===== src/rtl/gpr_file_sb_if.sv =====
// Bus bundle for gpr_file_sb: decode reads, write-back port and busy reservation.
// The master drives addresses/strobes; the slave (register file) returns data, busy bits and the count.
interface gpr_file_sb_if #(
   parameter int DATA_W = 32,
   parameter int ADDR_W = 5
);
   logic [ADDR_W-1:0] rs;
   logic [ADDR_W-1:0] rt;
   logic [DATA_W-1:0] busA;
   logic [DATA_W-1:0] busB;
   logic              reg_wr;
   logic [ADDR_W-1:0] rd;
   logic [DATA_W-1:0] busW;
   logic              ov;
   logic              mark_busy;
   logic [ADDR_W-1:0] busy_addr;
   logic              busy_a;
   logic              busy_b;
   logic              ov_flag;
   logic [ADDR_W:0]   busy_cnt;

   // Strobes (reg_wr, mark_busy) are single-cycle qualifiers sampled on the rising clock edge;
   // there is no backpressure, every strobe present at an edge takes effect at that edge.
   modport master (
      output rs, rt, reg_wr, rd, busW, ov, mark_busy, busy_addr,
      input  busA, busB, busy_a, busy_b, ov_flag, busy_cnt
   );

   modport slave (
      input  rs, rt, reg_wr, rd, busW, ov, mark_busy, busy_addr,
      output busA, busB, busy_a, busy_b, ov_flag, busy_cnt
   );
endinterface


===== src/rtl/gpr_file_sb.sv =====
// Parametrised MIPS GPR file with overflow-flag register and per-register busy scoreboard.
// Optional same-cycle write-to-read bypass is enabled by defining GPR_BYPASS_EN.
module gpr_file_sb #(
   parameter int          DATA_W  = 32,
   parameter int          ADDR_W  = 5,
   parameter int          GP_IDX  = 28,
   parameter logic [31:0] GP_INIT = 32'h0000_1800,
   parameter int          SP_IDX  = 29,
   parameter logic [31:0] SP_INIT = 32'h0000_2ffc,
   parameter int          OV_IDX  = 30
) (
   input  logic         clk,
   input  logic         reset_n,
   gpr_file_sb_if.slave bus
);
   localparam int DEPTH = 2 ** ADDR_W;
   localparam logic [ADDR_W-1:0] OV_A = ADDR_W'(OV_IDX);

   function automatic logic [DATA_W-1:0] f_reset_val(input int idx);
      if (idx == GP_IDX)      return DATA_W'(GP_INIT);
      else if (idx == SP_IDX) return DATA_W'(SP_INIT);
      else                    return '0;
   endfunction

   logic [DATA_W-1:0] r_regs [DEPTH];
   logic [DEPTH-1:0]  r_busy;
   logic [ADDR_W:0]   r_busy_cnt;

   logic              w_wr_data;
   logic              w_set;
   logic              w_inc;
   logic              w_dec;
   logic [DEPTH-1:0]  w_busy_nxt;
   logic [DATA_W-1:0] w_rd_a;
   logic [DATA_W-1:0] w_rd_b;
   logic              w_busy_a;
   logic              w_busy_b;

   assign w_wr_data = bus.reg_wr && !bus.ov && (bus.rd != '0);

   // An overflowing write only raises the flag; any other write clears it unless it targets the flag register itself.
   always_ff @(posedge clk or negedge reset_n) begin
      if (!reset_n) begin
         for (int i = 0; i < DEPTH; i++) begin
            r_regs[i] <= f_reset_val(i);
         end
      end else if (bus.reg_wr) begin
         if (w_wr_data) begin
            r_regs[bus.rd] <= bus.busW;
         end
         if (bus.ov) begin
            r_regs[OV_A][0] <= 1'b1;
         end else if (bus.rd != OV_A) begin
            r_regs[OV_A][0] <= 1'b0;
         end
      end
   end

   assign w_set = bus.mark_busy && (bus.busy_addr != '0);

   // Clear first, then set, so a new reservation wins over a same-edge retirement.
   always_comb begin
      w_busy_nxt = r_busy;
      if (bus.reg_wr) begin
         w_busy_nxt[bus.rd] = 1'b0;
      end
      if (w_set) begin
         w_busy_nxt[bus.busy_addr] = 1'b1;
      end
      w_busy_nxt[0] = 1'b0;
   end

   assign w_inc = w_set && !r_busy[bus.busy_addr];
   assign w_dec = bus.reg_wr && r_busy[bus.rd] && !(w_set && (bus.busy_addr == bus.rd));

   always_ff @(posedge clk or negedge reset_n) begin
      if (!reset_n) begin
         r_busy     <= '0;
         r_busy_cnt <= '0;
      end else begin
         r_busy     <= w_busy_nxt;
         r_busy_cnt <= r_busy_cnt + (ADDR_W+1)'(w_inc) - (ADDR_W+1)'(w_dec);
      end
   end

   always_comb begin
      w_rd_a   = (bus.rs == '0) ? '0 : r_regs[bus.rs];
      w_rd_b   = (bus.rt == '0) ? '0 : r_regs[bus.rt];
      w_busy_a = r_busy[bus.rs];
      w_busy_b = r_busy[bus.rt];
`ifdef GPR_BYPASS_EN
      if (w_wr_data && (bus.rd == bus.rs)) begin
         w_rd_a   = bus.busW;
         w_busy_a = 1'b0;
      end
      if (w_wr_data && (bus.rd == bus.rt)) begin
         w_rd_b   = bus.busW;
         w_busy_b = 1'b0;
      end
`else
`endif
   end

   assign bus.busA     = w_rd_a;
   assign bus.busB     = w_rd_b;
   assign bus.busy_a   = w_busy_a;
   assign bus.busy_b   = w_busy_b;
   assign bus.ov_flag  = r_regs[OV_A][0];
   assign bus.busy_cnt = r_busy_cnt;
endmodule


===== src/flat_wrapper.sv =====
// flat-port wrapper written by rule: the top's interface ports become plain ports
module gpr_file_sb_flat 
#(
   parameter int          DATA_W  = 32,
   parameter int          ADDR_W  = 5,
   parameter int          GP_IDX  = 28,
   parameter logic [31:0] GP_INIT = 32'h0000_1800,
   parameter int          SP_IDX  = 29,
   parameter logic [31:0] SP_INIT = 32'h0000_2ffc,
   parameter int          OV_IDX  = 30
)
  (clk, reset_n, bus_rs, bus_rt, bus_reg_wr, bus_rd, bus_busW, bus_ov, bus_mark_busy, bus_busy_addr, bus_busA, bus_busB, bus_busy_a, bus_busy_b, bus_ov_flag, bus_busy_cnt);
  gpr_file_sb_if #(.DATA_W(DATA_W), .ADDR_W(ADDR_W)) bus_i ();
  input  logic clk;
  input  logic reset_n;
  input wire logic [$bits(bus_i.rs)-1:0] bus_rs;
  input wire logic [$bits(bus_i.rt)-1:0] bus_rt;
  input wire logic [$bits(bus_i.reg_wr)-1:0] bus_reg_wr;
  input wire logic [$bits(bus_i.rd)-1:0] bus_rd;
  input wire logic [$bits(bus_i.busW)-1:0] bus_busW;
  input wire logic [$bits(bus_i.ov)-1:0] bus_ov;
  input wire logic [$bits(bus_i.mark_busy)-1:0] bus_mark_busy;
  input wire logic [$bits(bus_i.busy_addr)-1:0] bus_busy_addr;
  output wire logic [$bits(bus_i.busA)-1:0] bus_busA;
  output wire logic [$bits(bus_i.busB)-1:0] bus_busB;
  output wire logic [$bits(bus_i.busy_a)-1:0] bus_busy_a;
  output wire logic [$bits(bus_i.busy_b)-1:0] bus_busy_b;
  output wire logic [$bits(bus_i.ov_flag)-1:0] bus_ov_flag;
  output wire logic [$bits(bus_i.busy_cnt)-1:0] bus_busy_cnt;
  assign bus_i.rs = bus_rs;
  assign bus_i.rt = bus_rt;
  assign bus_i.reg_wr = bus_reg_wr;
  assign bus_i.rd = bus_rd;
  assign bus_i.busW = bus_busW;
  assign bus_i.ov = bus_ov;
  assign bus_i.mark_busy = bus_mark_busy;
  assign bus_i.busy_addr = bus_busy_addr;
  assign bus_busA = bus_i.busA;
  assign bus_busB = bus_i.busB;
  assign bus_busy_a = bus_i.busy_a;
  assign bus_busy_b = bus_i.busy_b;
  assign bus_ov_flag = bus_i.ov_flag;
  assign bus_busy_cnt = bus_i.busy_cnt;
  gpr_file_sb #(.DATA_W(DATA_W), .ADDR_W(ADDR_W), .GP_IDX(GP_IDX), .GP_INIT(GP_INIT), .SP_IDX(SP_IDX), .SP_INIT(SP_INIT), .OV_IDX(OV_IDX)) u_core (.clk(clk), .reset_n(reset_n), .bus(bus_i));
endmodule

===== config.mk =====
export PLATFORM = sky130hd
export DESIGN_NAME = gpr_file_sb_flat
export DESIGN_NICKNAME = d
export VERILOG_FILES = /design/src/rtl/gpr_file_sb_if.sv /design/src/rtl/gpr_file_sb.sv /design/src/flat_wrapper.sv
export SDC_FILE = /design/constraint.sdc
export NUM_CORES = 2
export LEC_CHECK = 0
export CAP_MARGIN = 20
export CELL_PAD_IN_SITES_DETAIL_PLACEMENT = 0
export CELL_PAD_IN_SITES_GLOBAL_PLACEMENT = 1
export CORE_MARGIN = 10
export CORE_UTILIZATION = 40
export DETAILED_ROUTE_END_ITERATION = 8
export GPL_TIMING_DRIVEN = 0
export MAX_ROUTING_LAYER = met4
export PLACE_DENSITY = 0.62
export SETUP_SLACK_MARGIN = 0.3
export SLEW_MARGIN = 20
export SYNTH_ARGS = -nofsm -noshare
export SYNTH_HDL_FRONTEND = slang
export SYNTH_SLANG_ARGS = --single-unit

===== constraint.sdc =====
create_clock -name clk -period 3.92 [get_ports clk]
set_input_delay 0.784 -clock clk [delete_from_list [all_inputs] [get_ports clk]]
set_output_delay 0.784 -clock clk [all_outputs]
set_load 0.02 [all_outputs]

==> results.py <==
metrics = {
    "critical_path": {
        "criticalPathCategory": "input port to primary output",
        "cp_slowest_cell": "a311oi_4",
        "crit_chain": "clkbuf_8 -> buf_12 -> inv_1 -> buf_12 -> buf_12 -> clkbuf_16 -> o2111ai_2 -> a311oi_4 -> buf_6",
        "max_stage_delay_ns": 0.60,
        "r2r_setup_slack_ns": 0.68,
        "r2r_end": "u_core.bus.busy_cnt[4]",
        "rr_startpoint": "u_core.r_busy[30]",
        "start_kind": "input port",
        "critPathTopFamily": "buffers and inverters",
        "arrival_ns": 2.94,
        "r2r_cells": 11,
        "required_ns": 3.14,
        "crit_path_frequent_cell": "buf_12",
        "end_kind": "primary output",
        "crit_fanout": 10,
        "crit_buf_inv": 7,
    },
    "clock_network": {
        "h-tree-depth": 3,
        "clk_pin_slew_ns": 0.06,
        "cts-root-buf": "clkbuf_16",
        "clk-insertion-delay-late_ns": 0.76,
        "tritoncts": "done",
        "cts_made_buffers": 121,
        "clk_path_buf_depth": 3,
        "cts_num_sinks": 1061,
    },
    "routing": {
        "firstDrtPassIters": 5,
        "wl_per_cell_um": 39.9,
        "vias_per_cell": 6.54,
        "drt-initial-drc-count": 4197,
        "route.detailed.drc": 0,
        "routed_wl_um": 246000,
        "num_vias": 40319,
        "postRouteAntennaNets": 0,
    },
    "layout": {
        "drive_gt1_frac": 0.547,
        "nets": 4210,
        "utilization": 0.478,
        "area_growth_pct": 18.6,
    },
    "die": {
        "ios": 130,
        "core_area_um2": 144000,
        "die-area_um2": 161000,
        "die_y_um": 401,
        "core.rowCount": 139,
        "start_util": 0.403,
        "fp.dieW_um": 401,
    },
    "synth": {
        "synth_cell_type_count": 56,
        "synth_nets": 3926,
        "yosysTopAreaCell": "dfrtp_1",
        "yosys_warnings": 0,
        "syn-cell-area_um2": 58000,
        "ys.flop_type": "dfrtp_1",
        "yosys-top-cells-area": "dfrtp_1, mux4_2, mux2_2, mux2_4, mux2i_1",
        "yosysTopAreaCellShare": 0.453,
        "seq_area_frac_synth": 0.458,
        "synth.ff_latch_count": 1061,
        "synthArstFlopShare": 1.00,
        "synthCells": 3862,
        "synth_area_per_cell_um2": 15.0,
        "synth-edff-count": 0,
    },
    "global_routing": {
        "grt_pass1_wl_um": 339000,
        "gr-total-overflow": 0,
        "met3_usage": 0.0825,
        "grtUsageMet2": 0.447,
        "grtUsageTotal": 0.308,
        "grt_pass1_vias": 41185,
        "grt_max_degree": 135,
        "antenna_found_initial": 11,
        "busiest_layer": "met2",
        "met1_usage": 0.400,
    },
    "timing": {
        "fin_crit_sh": 0.949,
        "worst_slew_pin_slew_ns": 1.23,
        "rsz0062_at_grt": "yes",
        "fin_crit_ns": 3.72,
        "timing.fmax_mhz": 269,
        "maxSlewViolCount": 0,
        "slew_headroom": 0.178,
        "finClkSkew_ns": 0.0173,
        "hold_slack_ns": 0.280,
        "setup_viol": 0,
        "final_hold_viol_count": 0,
    },
    "placement": {
        "port_buffers": 118,
        "place_hpwl_um": 164000,
        "gp_congestion": 0.895,
    },
    "min_path": {
        "min_path_type": "input port to flip-flop",
        "min_from": "bus_reg_wr",
        "hold_path_end": "u_core.bus.ov_flag",
        "min_path_cells": 2,
    },
    "pwr": {
        "switching_share": 0.288,
        "p_switching_mw": 9.27,
        "clkPwrFrac": 0.375,
        "seq_power_share": 0.422,
        "intPower_mw": 22.9,
        "p_comb_frac": 0.203,
        "peakVddDrop_mv": 0.391,
        "p_leak_nw": 30.1,
        "powerDensity_nw_per_um2": 468,
    },
    "job": {
        "max-cap-violations": 0,
    },
    "run_status": {
        "outcome": "complete, no violations",
    },
}
[metal layers]
metal / wire (um) / vias up
met2: 109000 / 2071
li1: - / 15623
met3: 22100 / 560
met5: 0 / -
met1: 102000 / 22065
met4: 13300 / 0
[area by class of cell]
cell class,count,area [um^2]
clock inverter,48,591
timing repair buffer,161,1760
tap,1903,2380
antenna,9,22.5
multi-input combinational,2344,30300
sequential,1061,26600
fill,12552,75100
inverter,10,37.5
buffer,447,3510
clock buffer,178,3540
[kinds of logic after synthesis]
group | count (synthesis) | synth area share
buffers and inverters | 457 | 0.0378
adders and majority gates | 7 | 0.00164
muxes | 1671 | 0.427
DFF | 1061 | 0.458
xor gates and xnor gates | 9 | 0.00136
and+or+nand+nor | 207 | 0.0203
AOI/OAI and AO/OA | 450 | 0.0538
[cells in the mapped netlist, drive strengths merged (6+ instances only)]
cell and number:
nor2b 71, nor2 28, buf 204, nand3 7, a22oi 66, dfrtp 1048, a221oi 47, inv 10
mux2i 133, o2111ai 19, ha 6, a311oi 64, o21ai 171, mux2 1058, a211oi 64, dfstp 13
mux4 480, nand2 66, clkbuf 243, or3 6
[through the flow]
step                      cell area (um^2)  setup WS (ns)  std cells  power, mW  setup TNS (ns)
after floorplan                      58000          0.361       3862       17.5               0
after global placement               61500         -48.81       5883       19.6               -
after detailed placement             62100          -2.40       5900       19.8         -138.66
after CTS                            68400          0.242       6146       32.1               0
after global routing                 68800          0.248       6161       33.2               0
final                                68800          0.199       6161       32.2               0
[sequential cells by signal (all words and copies together) (netlist names)]
register / flops
u_core.bus.busy_cnt: 6
u_core.bus.ov_flag: 1
u_core.r_busy: 31
u_core.r_regs: 1023
[placed cells by master (no fill, tap or decap), types with 12 or more instances in the layout]
cell type	netlist	final
buf_6	0	59
clkbuf_4	0	37
buf_4	3	67
nand2_1	66	66
dfrtp_1	1048	1048
clkbuf_16	0	134
o21ai_1	0	28
dfstp_2	13	13
buf_12	19	38
buf_2	124	81
a221oi_2	0	28
o21ai_0	171	123
a211oi_1	64	33
nor2_1	22	16
clkdlybuf4s50_1	0	49
buf_16	0	18
a22oi_1	66	55
nor2b_1	71	69
o21ai_2	0	20
mux2_4	180	181
clkbuf_8	0	46
a311oi_2	0	58
buf_8	0	18
clkbuf_2	1	36
mux2i_1	133	133
a211oi_2	0	27
buf_1	58	30
bufinv_16	0	12
mux4_2	480	480
mux2_2	872	871
clkinv_2	0	28
clkbuf_1	242	170
a221oi_1	47	17
[power groups by stage]
stage	Clock [mW]	Sequential [mW]	Combinational, mW
final	12.1	13.6	6.52
after global routing	12.6	13.7	6.87
after detailed placement	0	13.7	6.09
after floorplan	0	13.4	4.11
after global placement	0	13.7	5.92
after CTS	12.2	13.5	6.43
[worst max path at each step]
stage | start | endpoint | slack, ns | cells past startpoint
global placement | reset_n | u_core.r_regs[903] | -48.81 | 1
global route | bus_rt[0] | bus_busB[11] | 0.25 | 9
finish | bus_rt[0] | bus_busB[11] | 0.20 | 9
CTS | bus_rs[4] | bus_busA[7] | 0.24 | 8
floorplan | bus_rd[0] | u_core.bus.busy_cnt[4] | 0.36 | 13
detailed placement | bus_rs[3] | bus_busA[14] | -2.40 | 7
[what timing repair did]
item	CTS	global route
setup endpoints to repair	67	58
pin swaps	50	23
gates cloned	5	1
setup buffers	14	4
endpoints found under the hold margin	33	0
hold buffers	1	0
gates resized for setup	895	67
Note: power is estimated with default switching activity, not from simulation.
